## config.mk

```make
export PLATFORM = sky130hd
export DESIGN_NAME = add_share_arb
export DESIGN_NICKNAME = d
export VERILOG_FILES = /design/src/rtl/add_share_arb.sv
export SDC_FILE = /design/constraint.sdc
export NUM_CORES = 1
export LEC_CHECK = 0
export CAP_MARGIN = 20
export CORE_AREA = 2 2 107 109
export CTS_CLUSTER_DIAMETER = 80
export DETAILED_ROUTE_END_ITERATION = 16
export DIE_AREA = 0 0 109 111
export PLACE_DENSITY_LB_ADDON = 0.15
export REMOVE_ABC_BUFFERS = 1
export SYNTH_ARGS = -nofsm -noshare
export SYNTH_HDL_FRONTEND = slang
export SYNTH_SLANG_ARGS = --single-unit
```

## constraint.sdc

```tcl
create_clock -name clk -period 14.1 [get_ports clk]
set_input_delay 4.23 -clock clk [delete_from_list [all_inputs] [get_ports clk]]
set_output_delay 4.23 -clock clk [all_outputs]
set_load 0.05 [all_outputs]
```

## src/rtl/add_share_arb.sv

```systemverilog
// Two-requester arbiter in front of a shared two-stage 32-bit adder pipeline.
// Results carry the owner id and the adder carry-out, zero-extended to 40 bits.
module add_share_arb (
    input  logic        clk,
    input  logic        RST,
    input  logic        req0_valid,
    input  logic [31:0] req0_a,
    input  logic [31:0] req0_b,
    output logic        req0_ready,
    input  logic        req1_valid,
    input  logic [31:0] req1_a,
    input  logic [31:0] req1_b,
    output logic        req1_ready,
    input  logic        prio_mode,
    output logic        res_valid,
    input  logic        res_ready,
    output logic [39:0] res_data,
    output logic        res_id,
    output logic        busy
);
    localparam int DATA_W = 32;
    localparam int RES_W  = 40;

    // Shared adder: plain ripple carry, carry-in tied to zero.
    function automatic logic [DATA_W:0] bit32_rca(input logic [DATA_W-1:0] a,
                                                  input logic [DATA_W-1:0] b);
        logic [DATA_W-1:0] s;
        logic              c;
        c = 1'b0;
        for (int i = 0; i < DATA_W; i++) begin
            s[i] = a[i] ^ b[i] ^ c;
            c    = (a[i] & b[i]) | (c & (a[i] ^ b[i]));
        end
        return {c, s};
    endfunction

    logic                     vld_p1;
    logic                     id_p1;
    logic signed [DATA_W-1:0] a_p1;
    logic signed [DATA_W-1:0] b_p1;
    logic                     vld_p2;
    logic                     id_p2;
    logic [RES_W-1:0]         data_p2;
    logic                     last_grant;
    logic                     s1_free;
    logic                     s2_free;
    logic                     gnt0;
    logic                     gnt1;
    logic                     xfer;
    logic [DATA_W:0]          sum_p1;

    assign s2_free = !vld_p2 | res_ready;
    assign s1_free = !vld_p1 | s2_free;

    always_comb begin
        gnt0 = 1'b0;
        gnt1 = 1'b0;
        if (!RST && s1_free) begin
            if (prio_mode) begin
                if (req0_valid)      gnt0 = 1'b1;
                else if (req1_valid) gnt1 = 1'b1;
            end else if (req0_valid && req1_valid) begin
                // Alternate on contention: whoever did not win last time wins now.
                if (last_grant) gnt0 = 1'b1;
                else            gnt1 = 1'b1;
            end else if (req0_valid) begin
                gnt0 = 1'b1;
            end else if (req1_valid) begin
                gnt1 = 1'b1;
            end
        end
    end

    assign req0_ready = gnt0;
    assign req1_ready = gnt1;
    assign xfer       = gnt0 | gnt1;

    // Stage p1: operand register
    always_ff @(posedge clk) begin
        if (RST) begin
            vld_p1     <= 1'b0;
            last_grant <= 1'b1;
        end else begin
            if (s1_free) vld_p1 <= xfer;
            if (xfer)    last_grant <= gnt1;
        end
    end

    always_ff @(posedge clk) begin
        if (xfer) begin
            id_p1 <= gnt1;
            a_p1  <= gnt1 ? req1_a : req0_a;
            b_p1  <= gnt1 ? req1_b : req0_b;
        end
    end

    assign sum_p1 = bit32_rca(a_p1, b_p1);

    // Stage p2: result register
    always_ff @(posedge clk) begin
        if (RST) begin
            vld_p2  <= 1'b0;
            id_p2   <= 1'b0;
            data_p2 <= '0;
        end else if (s2_free) begin
            vld_p2 <= vld_p1;
            if (vld_p1) begin
                id_p2   <= id_p1;
                data_p2 <= {{(RES_W-DATA_W-1){1'b0}}, sum_p1};
            end
        end
    end

    assign res_valid = vld_p2;
    assign res_data  = data_p2;
    assign res_id    = id_p2;
    assign busy      = vld_p1 | vld_p2;
endmodule
```

# Word level (Yosys, flattened, before mapping)
# Cells that the tools add are included.
[classes]
muxes = 13
bitwise = 161
reduce_logical = 6
[op_table]
columns = ["op", "n"]
rows = [
  ["$mux W32", 2],
  ["$and A1 B1 Y1", 63],
  ["$xor A1 B1 Y1", 63],
  ["$or A1 B1 Y1", 35],
  ["$mux W1", 11],
  ["$logic_not A1 Y1", 3],
  ["$logic_and A1 B1 Y1", 2],
  ["$reduce_and A2 Y1", 1],
]
[word_totals]
input_bits = 134
register_bits = 102
elab_cells = 188

# Longest topological paths before layout
# Gate-level depths: netlist of the first run.
[logic_depth]
ltp_word = 63
ltp_mapped = 36
depth_no_buf = 36

# Worst setup path before layout of the first run
# OpenSTA, ideal clock, no wires.
[synth_path]
kind = "reg2reg"
startpoint = "reg a_p1[0]"
endpoint = "reg data_p2[31] (netlist: res_data[31])"
path_slack_ns = 1.574
path_stages_with_launch = 37
n_path_buf = 0
arrival_time_ns = 12.435
cell_sequence = "edfxtp_1 -> ha_1 -> fa_1 -> fa_1 -> fa_1 -> fa_1 -> fa_1 -> fa_1 -> fa_1 -> fa_1 -> fa_1 -> inv_1 -> fa_1 -> inv_1 -> fa_1 -> fa_1 -> fa_1 -> fa_1 -> fa_1 -> fa_1 -> fa_1 -> fa_1 -> fa_1 -> fa_1 -> fa_1 -> fa_1 -> fa_1 -> fa_1 -> fa_1 -> fa_1 -> fa_1 -> fa_1 -> fa_1 -> fa_1 -> inv_1 -> fa_1 -> a311oi_1"
[synth_via]
elab_chain_len = 62
[synth_lines]
columns = ["element", "line_no", "rtl"]
rows = [
  ["from (decl)", "39", "logic signed [DATA_W-1:0] a_p1;"],
  ["from (signal assigned)", "92", "a_p1 <= gnt1 ? req1_a : req0_a;"],
  ["$and A1 B1 Y1 (2 in a row)", "32", "c = (a[i] & b[i]) | (c & (a[i] ^ b[i]));"],
  ["$or A1 B1 Y1", "32", ""],
  ["$and A1 B1 Y1", "32", ""],
  ["$or A1 B1 Y1", "32", ""],
  ["$and A1 B1 Y1", "32", ""],
  ["$or A1 B1 Y1", "32", ""],
  ["$and A1 B1 Y1", "32", ""],
  ["$or A1 B1 Y1", "32", ""],
  ["[... 45 more ...]", "-", ""],
  ["$or A1 B1 Y1", "32", ""],
  ["$and A1 B1 Y1", "32", ""],
  ["$or A1 B1 Y1", "32", ""],
  ["$and A1 B1 Y1", "32", ""],
  ["$or A1 B1 Y1", "32", ""],
  ["$and A1 B1 Y1", "32", ""],
  ["$or A1 B1 Y1", "32", ""],
  ["$xor A1 B1 Y1", "31", "s[i] = a[i] ^ b[i] ^ c;"],
  ["to (signal assigned)", "109", "data_p2 <= {{(RES_W-DATA_W-1){1'b0}}, sum_p1};"],
  ["to (decl)", "43", "logic [RES_W-1:0] data_p2;"],
]
# No other way between the ends.
# A chain may end at the register's enable or synchronous reset.

# Worst setup path after layout of the first run
# Ends and elaborated chain as after synthesis.

==> run metrics, run 1 <==
Post-DRT Antenna Nets=0; Synth cell types=25; CTS max path bufs=2; Final Critical Period=13.14 ns; RSZ-0062 raised after global routing=false; die area=12100 um2; H-Tree Level Count=3; Core Util, Final=62.31%; count of final setup violators=0; total setup buffers inserted after CTS=0; number of remaining DRC errors=0; Clk Tree Root Cell=clkbuf_16; CP endpoint kind=register; synth top area cells=edfxtp_1 40%, dfxtp_1 15%, fa_1 13%; initial antenna violation count=0; post-cts sizing count=0; YS warnings=0; Row Count=39; drt initial violations=171; gr usage total=18.06%; hold_buf cts=0; HP Class=register to register; outcome=complete, no violations; commonest non-fill, non-tap cell in the layout=clkdlybuf4s50_1; DR vias=3333; worst slew pin tran=0.9736 ns; R2R Setup Slk=0.96 ns; Die Wd=109 um; post-synth top area cell=edfxtp_1; Worst Path Required=14.34 ns; TritonCTS clock tree=done; layout cells sized above 1=9.690%; Max Fclk=76.11 MHz; EDFF count, synth=65; sequential area share after synthesis=55.38%; Critical-path top delay cell=fa_1; Die Span Y=111 um; most used cell, CP=fa_1; dpl cell area=6628 um2; pin count of the biggest net entering global routing=66; Reg clk slew, reported paths=0.07 ns; number of CTS-inserted buffers=9; Initial Util=43.89%; GP Congestion=0.7187; drt wl/cell=15.70 um; Slew Limit Fails=0; Fin Setup TNS=0 ns; DR vias/cell=5.058; flops & latches, synth=102; type of the worst setup path=register to register; Avg Inst Size Synth=13.81 um2; CP Launch Type=register; dpl hpwl=7226 um; final period utilization=93.18%; drt first pass iters=4; final hold viol count=0; grt total ovfl=0; Clk Latency, worst-skew pair=0.33 ns; async set or reset register ratio after synthesis=0%; Top FF cell, synth=edfxtp_1; core area=11080 um2; final instance area=6902 um2; Post-Route WL=10350 um; commonest cells after routing, fill and taps aside=170 x clkdlybuf4s50_1, 65 x edfxtp_1, 40 x mux2_1, 37 x a21oi_1, 36 x dfxtp_1; Max transition margin=35.02%; critical path peak fanout=1; Worst IR Drop VDD=0.00006545 V; post-synth top area share=40.14%; total power=754.9 uW; Clock Sinks=102; Port Buf Inserts=171; post-synthesis cell area=4862 um2; Worst EP arrival=13.37 ns; Leak Pwr=0.002419 uW; Max Clock Skew=0.009017 ns; Layout Nets=677; Ports=179; Worst path max stage delay=0.42 ns; cell count after synthesis=352; global-route wire length before repair=16680 um; ANT cells=0; Area Growth Syn to Fin=41.95%; Pwr per Cell Area=109.4 nW/um2; vias in the first global route=3427; max-cap viol count=0
## kinds of logic after synthesis
family / Yosys count / share of synthesized area, %
fa+ha+maj: 32 / 13.02
compound gates: 74 / 7.978
flops: 102 / 55.38
buf+inv: 40 / 4.477
mux: 64 / 14.82
simple gates: 39 / 4.246
other cells: 1 / 0.07713
## worst max-delay path: cells and delay by family (launching register included)
| family | cells | cell delay (ns) |
|---|---|---|
| AO/OA/AOI/OAI | 1 | 0.24 |
| flip-flops | 1 | 0.37 |
| adder cells (fa/ha/maj) | 32 | 12.19 |
| buffers and inverters | 3 | 0.22 |
## registers in the layout, summed over array words and instances (netlist names)
signal,flops
res_data,33
a_p1,32
b_p1,32
id_p1,1
last_grant,1
res_id,1
res_valid,1
vld_p1,1
## final cells by class
cell class                      instances  area, um2
Tap cell                              143      178.9
Fill cell                             904       4175
Multi-Input combinational cell        216       1996
Inverter                                8      30.03
Timing Repair Buffer                  174       1729
Clock inverter                          7      48.80
Sequential cell                       102       2694
Clock buffer                            9      225.2
## layer usage
layer | part of all wire [%] | GRT usage (%)
met1 | 40 | 21.80
met2 | 53 | 31.93
met3 | 5.8 | 3.527
met4 | 1.6 | 5.812
met5 | 0 | 0
## metrics by stage
step | std cells | hold WS, ns | worst slack (ns)
6_report | 659 | 0.4752 | 0.9618
2_1_floorplan | 326 | 0.4537 | 1.568
4_1_cts | 659 | 0.4779 | 0.8696
3_3_place_gp | 643 | 0.4614 | 1.108
5_1_grt | 659 | 0.4991 | 0.4916
3_5_place_dp | 643 | 0.4686 | 0.9227
## Yosys cell counts (2+ instances only)
cell type and count:
edfxtp_1 65, mux2_1 40, a21oi_1 37, dfxtp_1 37, o21ai_0 32, fa_1 31
nand3_1 31, mux2_2 24, clkbuf_1 12, inv_1 8, buf_4 7, buf_1 5
buf_6 5, a311oi_1 3, buf_2 3, nand3b_1 2, nor2_1 2
## path summary, 6_finish.rpt
check	startpoint	end	cells past startpoint
worst max-delay path	a_p1[0]	res_data[31]	36
worst min-delay path	res_data[21]	res_data[21]	2
worst max register to register	a_p1[0]	res_data[31]	36
worst min register to register	res_data[21]	res_data[21]	2
## power by group
group          switching, uW  internal [uW]
Sequential              13.8            345
Clock                    107            120
Combinational           88.4           80.2
Total                    210            545
Power figures use the tool's default switching activity.
==> inputs of run 2 (changes only) <==
Settings changed: ABC_CLOCK_PERIOD_IN_PS set to 14100.
==> results of run 2 <==
No change in the layout: final DEF, timing and power equal those of run 1.
